**src/rtl/param_voting_machine.sv**
```systemverilog
// Parametrised ballot counter: qualifies one-hot presses from debounced buttons,
// enforces a post-vote lockout and release, and tracks totals and the leader.
module param_voting_machine #(
  parameter int N_CAND   = 6,
  parameter int CNT_W    = 10,
  parameter int LOCK_CYC = 4,
  localparam int IDX_W   = ($clog2(N_CAND) > 1) ? $clog2(N_CAND) : 1,
  localparam int TOT_W   = CNT_W + IDX_W
) (
  input  logic                    CLK,
  input  logic                    CLEAR,
  input  logic                    BALLOT_EN,
  input  logic [N_CAND-1:0]       VOTE_BTN,
  output logic [N_CAND*CNT_W-1:0] VOTES_FLAT,
  output logic [TOT_W-1:0]        TOTAL,
  output logic [IDX_W-1:0]        LEADER,
  output logic                    TIE,
  output logic                    VOTE_ACK,
  output logic                    INVALID,
  output logic                    BUSY,
  output logic                    SAT
);

  typedef enum logic [1:0] {CLOSED, READY, LOCK, WAIT_REL} state_t;

  state_t            state, next_state;
  logic [7:0]        lock_cnt, lock_next;
  logic              vote_accept, vote_invalid;
  logic              btn_onehot, btn_multi;
  logic [CNT_W-1:0]  counts [N_CAND];
  logic [CNT_W-1:0]  best_val;

  assign btn_onehot = $onehot(VOTE_BTN);
  assign btn_multi  = (VOTE_BTN != '0) && !btn_onehot;

  always_ff @(posedge CLK) begin
    if (CLEAR) begin
      state    <= CLOSED;
      lock_cnt <= '0;
    end else begin
      state    <= next_state;
      lock_cnt <= lock_next;
    end
  end

  // Losing BALLOT_EN beats any press seen on the same edge.
  always_comb begin
    next_state   = state;
    lock_next    = lock_cnt;
    vote_accept  = 1'b0;
    vote_invalid = 1'b0;
    case (state)
      CLOSED: begin
        if (BALLOT_EN) next_state = WAIT_REL;
      end
      READY: begin
        if (!BALLOT_EN) begin
          next_state = CLOSED;
        end else if (btn_onehot) begin
          vote_accept = 1'b1;
          lock_next   = 8'(LOCK_CYC);
          next_state  = LOCK;
        end else if (btn_multi) begin
          vote_invalid = 1'b1;
          lock_next    = 8'(LOCK_CYC);
          next_state   = LOCK;
        end
      end
      LOCK: begin
        if (!BALLOT_EN) begin
          next_state = CLOSED;
        end else begin
          lock_next = lock_cnt - 8'd1;
          if (lock_cnt <= 8'd1) next_state = WAIT_REL;
        end
      end
      WAIT_REL: begin
        if (!BALLOT_EN) next_state = CLOSED;
        else if (VOTE_BTN == '0) next_state = READY;
      end
      default: next_state = CLOSED;
    endcase
  end

  assign BUSY = (state == LOCK) || (state == WAIT_REL);

  // Only one button can be set on an accepted vote, so TOTAL sees one increment.
  always_ff @(posedge CLK) begin
    if (CLEAR) begin
      for (int i = 0; i < N_CAND; i++) counts[i] <= '0;
      TOTAL    <= '0;
      SAT      <= 1'b0;
      VOTE_ACK <= 1'b0;
      INVALID  <= 1'b0;
    end else begin
      VOTE_ACK <= vote_accept;
      INVALID  <= vote_invalid;
      for (int i = 0; i < N_CAND; i++) begin
        if (vote_accept && VOTE_BTN[i]) begin
          if (counts[i] == {CNT_W{1'b1}}) begin
            SAT <= 1'b1;
          end else begin
            counts[i] <= counts[i] + 1'b1;
            TOTAL     <= TOTAL + 1'b1;
          end
        end
      end
    end
  end

  for (genvar g = 0; g < N_CAND; g++) begin : g_flat
    assign VOTES_FLAT[g*CNT_W +: CNT_W] = counts[g];
  end

  // NOTA is the top index and is left out of the race.
  always_comb begin
    best_val = counts[0];
    LEADER   = '0;
    TIE      = 1'b0;
    for (int i = 1; i < N_CAND - 1; i++) begin
      if (counts[i] > best_val) begin
        best_val = counts[i];
        LEADER   = IDX_W'(i);
        TIE      = 1'b0;
      end else if (counts[i] == best_val) begin
        TIE = 1'b1;
      end
    end
    if (best_val == '0) TIE = 1'b0;
  end

endmodule

```
**config.mk**
```make
export PLATFORM = sky130hd
export DESIGN_NAME = param_voting_machine
export DESIGN_NICKNAME = d
export VERILOG_FILES = /design/src/rtl/param_voting_machine.sv
export SDC_FILE = /design/constraint.sdc
export NUM_CORES = 1
export LEC_CHECK = 0
export CORE_ASPECT_RATIO = 0.7
export CORE_MARGIN = 10
export CORE_UTILIZATION = 44
export DETAILED_ROUTE_END_ITERATION = 6
export PLACE_DENSITY = 0.67
export SETUP_SLACK_MARGIN = 0.05
export SYNTH_ARGS = -nofsm -noshare
export SYNTH_HDL_FRONTEND = slang
export SYNTH_SLANG_ARGS = --single-unit
```
**constraint.sdc**
```tcl
create_clock -name CLK -period 19.7 [get_ports CLK]
set_input_delay 3.94 -clock CLK [delete_from_list [all_inputs] [get_ports CLK]]
set_output_delay 3.94 -clock CLK [all_outputs]
set_load 0.02 [all_outputs]
```
== Word level (Yosys, flattened, before mapping) ==
Memory sizes are Yosys's and may differ from the RTL's.
Index checks and enable logic that the tools add are counted.

* Bits in registers: 26
* Latch bits: 0
* Bits in writable memories: 60
* ROM bits: 0
* Output and inout port bits: 81
* Memories kept: 1

* Add/subtract/negate cells: 13
* Multipliers: 0
* Divide/modulo/power cells: 0
* $lt $le $gt $ge: 5
* Equal/unequal tests: 21
* Shift operators: 0
* Multiplexer cells: 93
* Bitwise gates (word level): 8
* Reduce and logical (&&, ||, !) cells: 17

{| class="wikitable"
|+ Memories
! memory !! depth !! width !! read ports !! clocked after Yosys merged registers in !! write ports !! line !! source
|-
| counts || 6 || 10 || 6 || 0 || 6 || 30 || <nowiki>logic [CNT_W-1:0] counts [N_CAND];</nowiki>
|}

{| class="wikitable"
|+ Operator list
! kind !! count
|-
| $mux W13 || 13
|-
| $mux W10 || 10
|-
| $add A10 B1 Y10 const B || 6
|-
| $eq A10 B10 Y1 const B || 6
|-
| $mux W1 || 53
|-
| $eq A10 B10 Y1 || 4
|-
| $gt A10 B10 Y1 || 4
|-
| $mux W8 || 4
|-
| $mux W2 || 8
|-
| $pmux W8 S2 || 1
|-
| $add A13 B1 Y13 const B || 1
|-
| $logic_not A10 Y1 || 1
|-
| $mux W3 || 3
|-
| $ne A3 B3 Y1 const B || 3
|-
| $le A8 B1 Y1 const B || 1
|-
| $pmux W2 S4 || 1
|-
| $reduce_and A4 Y1 || 2
|-
| $sub A8 B1 Y8 const B || 1
|-
| $logic_and A1 B1 Y1 || 7
|-
| $add A1 B1 Y2 || 3
|-
| $logic_not A6 Y1 || 1
|-
| $ne A2 B2 Y1 const B || 3
|-
| $or A1 B1 Y1 || 6
|-
| $reduce_bool A6 Y1 || 1
|-
| other kinds (12) || 14
|}

== Longest topological paths before layout ==
* Depth in word-level cells: 20
* Gate-level depth with buffers: 42

== Worst setup path before layout ==
Ideal clock, no wire load.

* Path kind: register to output
* From: memory counts[0][7]
* To: output port LEADER[0]
* Data arrival time: 7762 ps
* Data required time: 15760 ps
* Path slack: 7998 ps
* Cell stages (with the launch flop): 40
* Buffers on the path: 4
* Cells stage by stage: edfxtp_1 > inv_1 > ha_1 > nand4_1 > a211oi_2 > nor4_1 > nor2_1 > clkbuf_1 > clkbuf_1 > nand2_1 > o21ai_0 > inv_1 > ha_1 > and4_1 > o211ai_1 > nor4b_1 > a222oi_1 > nand4b_1 > [4 not listed] > a21o_1 > a221oi_1 > o21ai_0 > nand2b_1 > clkbuf_1 > clkbuf_1 > mux2_2 > ha_1 > nor2b_1 > o21ai_0 > nand2b_1 > a21oi_1 > o21ai_0 > nand3_1 > a21oi_1 > a211oi_1 > nor2_1 > a21oi_1

{| class="wikitable"
|+ RTL lines
! what !! line !! source
|-
| from (decl) || 30 ||
|-
| to (decl) || 16 || <nowiki>output logic [IDX_W-1:0] LEADER,</nowiki>
|}

==> reports/results.txt <==
Outcome: finished clean
Final clock skew: 0.00493 ns
Worst Path Required: 15.76 ns
CTS clock-pin slew for the worst setup and hold paths: 0.07 ns
Num rows: 35
Ys Warns: 0
HPWL after DPL: 12200 um
Final cell count without fillers: 926
Grt total ovfl: 0
Commonest non-fill, non-tap cells in the layout: nor2_1 (102), clkdlybuf4s50_1 (89), edfxtp_1 (60)
Area grow syn2layout: 22.9%
Num ports: 90
Synth Area per Inst: 9.18 um2
N_diodes: 0
Arrival @ worst endpoint: 9.40 ns
Layout cell share with drive strength beyond 1: 6.61%
EDFF count, synth: 60
Portion of netlist area occupied by mux cells: 3.36%
Clock Latency Late Sink: 0.34 ns
Mean routed wirelength per cell: 17.2 um
Vias in the first global route: 5143
Syn nets: 712
PD cells: 67.7 nW/um2
First-pass iteration count of the detailed router: 5
Fillers: 1202
Via density per instance: 5.43
Netlist cell types: 57
RD Place Congestion: 0.960
Slew Limit Fails: 0
Static leakage: 2.78 nW
Total negative slack: 0 ns
Routed wire length: 15900 um
Fmax: 74.9 MHz
DRT antenna net count: 0
Mapped Cells: 650
Seq/Total Area, Yosys: 38.9%
CP bufs+invs: 2
Worst Setup End Kind: output port
Hold WC Path Type: flip-flop to flip-flop
R2r setup slk: 16.66 ns
Mapped Area: 5970 um2
Asr flop ratio synth: 0%
Post-Synth Simple-Gate Area: 23.9%
Hold_buf cts: 0
Buffers on Ports: 89
Via count: 5027
Slew at the pin closest to its max-slew limit: 1.08 ns
Antenna violations before repair: 0
Final hold viol count: 0
First-pass GRT wire length: 26500 um
CTS tree: yes
H-tree Lvls: 3
Pin count of the biggest net entering global routing: 36
Max-Cap Viols: 0
DRC Markers: 0
Finish-stage setup viols: 0
Max IR drop VDD: 0.0000436 V
CTS Buffer Depth: 2
Largest family of logic cells by synthesized area: simple AND/OR/NAND/NOR gates
Crit Path Category: flip-flop to output port
Critical Path Slowest Stage Cell: nor2_1
Initial core utilization: 45.1%
Synth Register Bits: 86
Fin nets: 798
Chip width: 159 um
Resize count post-CTS: 0
Post-layout min period: 13.34 ns
Global router's overall resource usage: 16.8%
Area occupied by multi-input gates: 3370 um2
Synth Area in Adders: 11.5%
Post-synthesis compound-gate area fraction: 9.10%
CP Launch Type: flip-flop
Total power: 0.496 mW
Rel. slew slack: 27.7%
Die height: 117 um
Worst path top cell family by delay: compound AO/OA/AOI/OAI gates
TritonCTS Buffers: 9
CP peak stage delay: 0.85 ns
Most common cell after layout, fill and taps aside: nor2_1
Setup Fix Bufs, Post-CTS: 0
DR iter-0 viols: 346
Die ar.: 18700 um2
FF+latch area: 2320 um2
Tcrit/Tclk final: 67.7%
Synth Area in XOR/XNOR: 8.66%
Clk sink count: 86
Core Area: 13200 um2
Clock root buffer: clkbuf_16
RSZ-0062 raised after global routing: false
Largest fanout on the critical path: 20
Primary FF master, synth: edfxtp_1
Placed insts: 910
## metal layers
| layer | wire (um) | up-vias | track usage [%] |
|---|---|---|---|
| li1 | - | 2473 | - |
| met1 | 7780 | 2386 | 22.7 |
| met2 | 6980 | 145 | 25.6 |
| met3 | 934 | 23 | 4.54 |
| met4 | 218 | 0 | 5.25 |
| met5 | 0 | - | 0 |
## metrics by stage
step	hold WS [ns]	setup slack (ns)	cell area, um2	utilization (%)
finish	0.485	6.36	7330	55.4
global placement	0.464	7.13	7030	53.2
CTS	0.484	6.48	7330	55.4
global route	0.519	5.60	7330	55.4
floorplan	0.452	8.00	5970	-
detailed placement	0.472	6.89	7030	53.2
## final timing paths
check                      to    startpoint  depth (start not counted)
hold reg to reg   lock_cnt[7]   lock_cnt[7]                          2
setup / recovery          TIE  counts[0][4]                         35
hold / removal    lock_cnt[7]   lock_cnt[7]                          2
setup reg to reg    TOTAL[12]  counts[0][0]                         11
## cells in the mapped netlist (3+ instances only)
| library cell | count | area (um2) |
|---|---|---|
| or2_2 | 8 | 50.1 |
| inv_1 | 55 | 206 |
| clkbuf_1 | 14 | 52.6 |
| and4_1 | 5 | 43.8 |
| nand4_1 | 20 | 125 |
| xnor2_1 | 37 | 324 |
| or3_1 | 5 | 31.3 |
| and3_1 | 14 | 87.6 |
| a222oi_1 | 3 | 30.0 |
| edfxtp_1 | 60 | 1800 |
| fa_1 | 3 | 60.1 |
| nand3_1 | 34 | 170 |
| nor2_1 | 102 | 383 |
| nor4_1 | 5 | 31.3 |
| mux2i_1 | 5 | 50.1 |
| nand2_1 | 31 | 116 |
| nand3b_1 | 4 | 30.0 |
| and2_1 | 9 | 56.3 |
| nand2b_1 | 11 | 68.8 |
| a21o_1 | 8 | 60.1 |
| o21ai_0 | 17 | 85.1 |
| nor2b_1 | 4 | 25.0 |
| dfxtp_1 | 26 | 521 |
| xor2_1 | 22 | 193 |
| a21oi_2 | 3 | 26.3 |
| o211ai_1 | 4 | 30.0 |
| or4_1 | 4 | 30.0 |
| mux2_2 | 11 | 124 |
| nor4b_1 | 3 | 26.3 |
| ha_1 | 50 | 626 |
| nor3_1 | 15 | 75.1 |
| a21oi_1 | 27 | 135 |
## cell families (layout without fill, tap and decap cells)
family                     Yosys count  in the layout
buffers and inverters               70            161
and+or+nand+nor                    282            282
AOI/OAI and AO/OA                   82             82
muxes                               18             18
DFF                                 86             86
adders and majority gates           53             53
xor gates and xnor gates            59             59
## worst register-to-register path, stage by stage, from the launching register on
cell and delay, ns:
edfxtp_1 0.50, ha_1 0.24, nand3_1 0.21, nor4b_1 0.65
nand3b_1 0.25, nand4_1 0.32, nand4_1 0.25, nor2_1 0.07
nand4_1 0.16, nor3_1 0.08, xnor2_1 0.14, nor2_1 0.05
## sequential cells by signal, indices dropped and copies added (netlist names)
name and flops:
state 2, VOTE_ACK 1, TOTAL 13, SAT 1, INVALID 1, lock_cnt 8, counts 60
## report_power, final
group	internal (mW)	total, mW	leakage [nW]	switching (mW)
logic	0.0495	0.112	1.80	0.0626
clock network	0.0952	0.174	0.151	0.0786
registers	0.200	0.211	0.830	0.0110
total	0.344	0.496	2.78	0.152
## final cells by class
cell class              count  share of cell area [%]
clock buffers              10                    3.41
multi-input cells         494                    46.0
flip-flops and latches     86                    31.7
clock inverters             6                   0.666
repair buffers             90                    12.3
well taps                 185                    3.16
inverters                  55                    2.82
No activity file was read; power rests on OpenSTA's default activity.
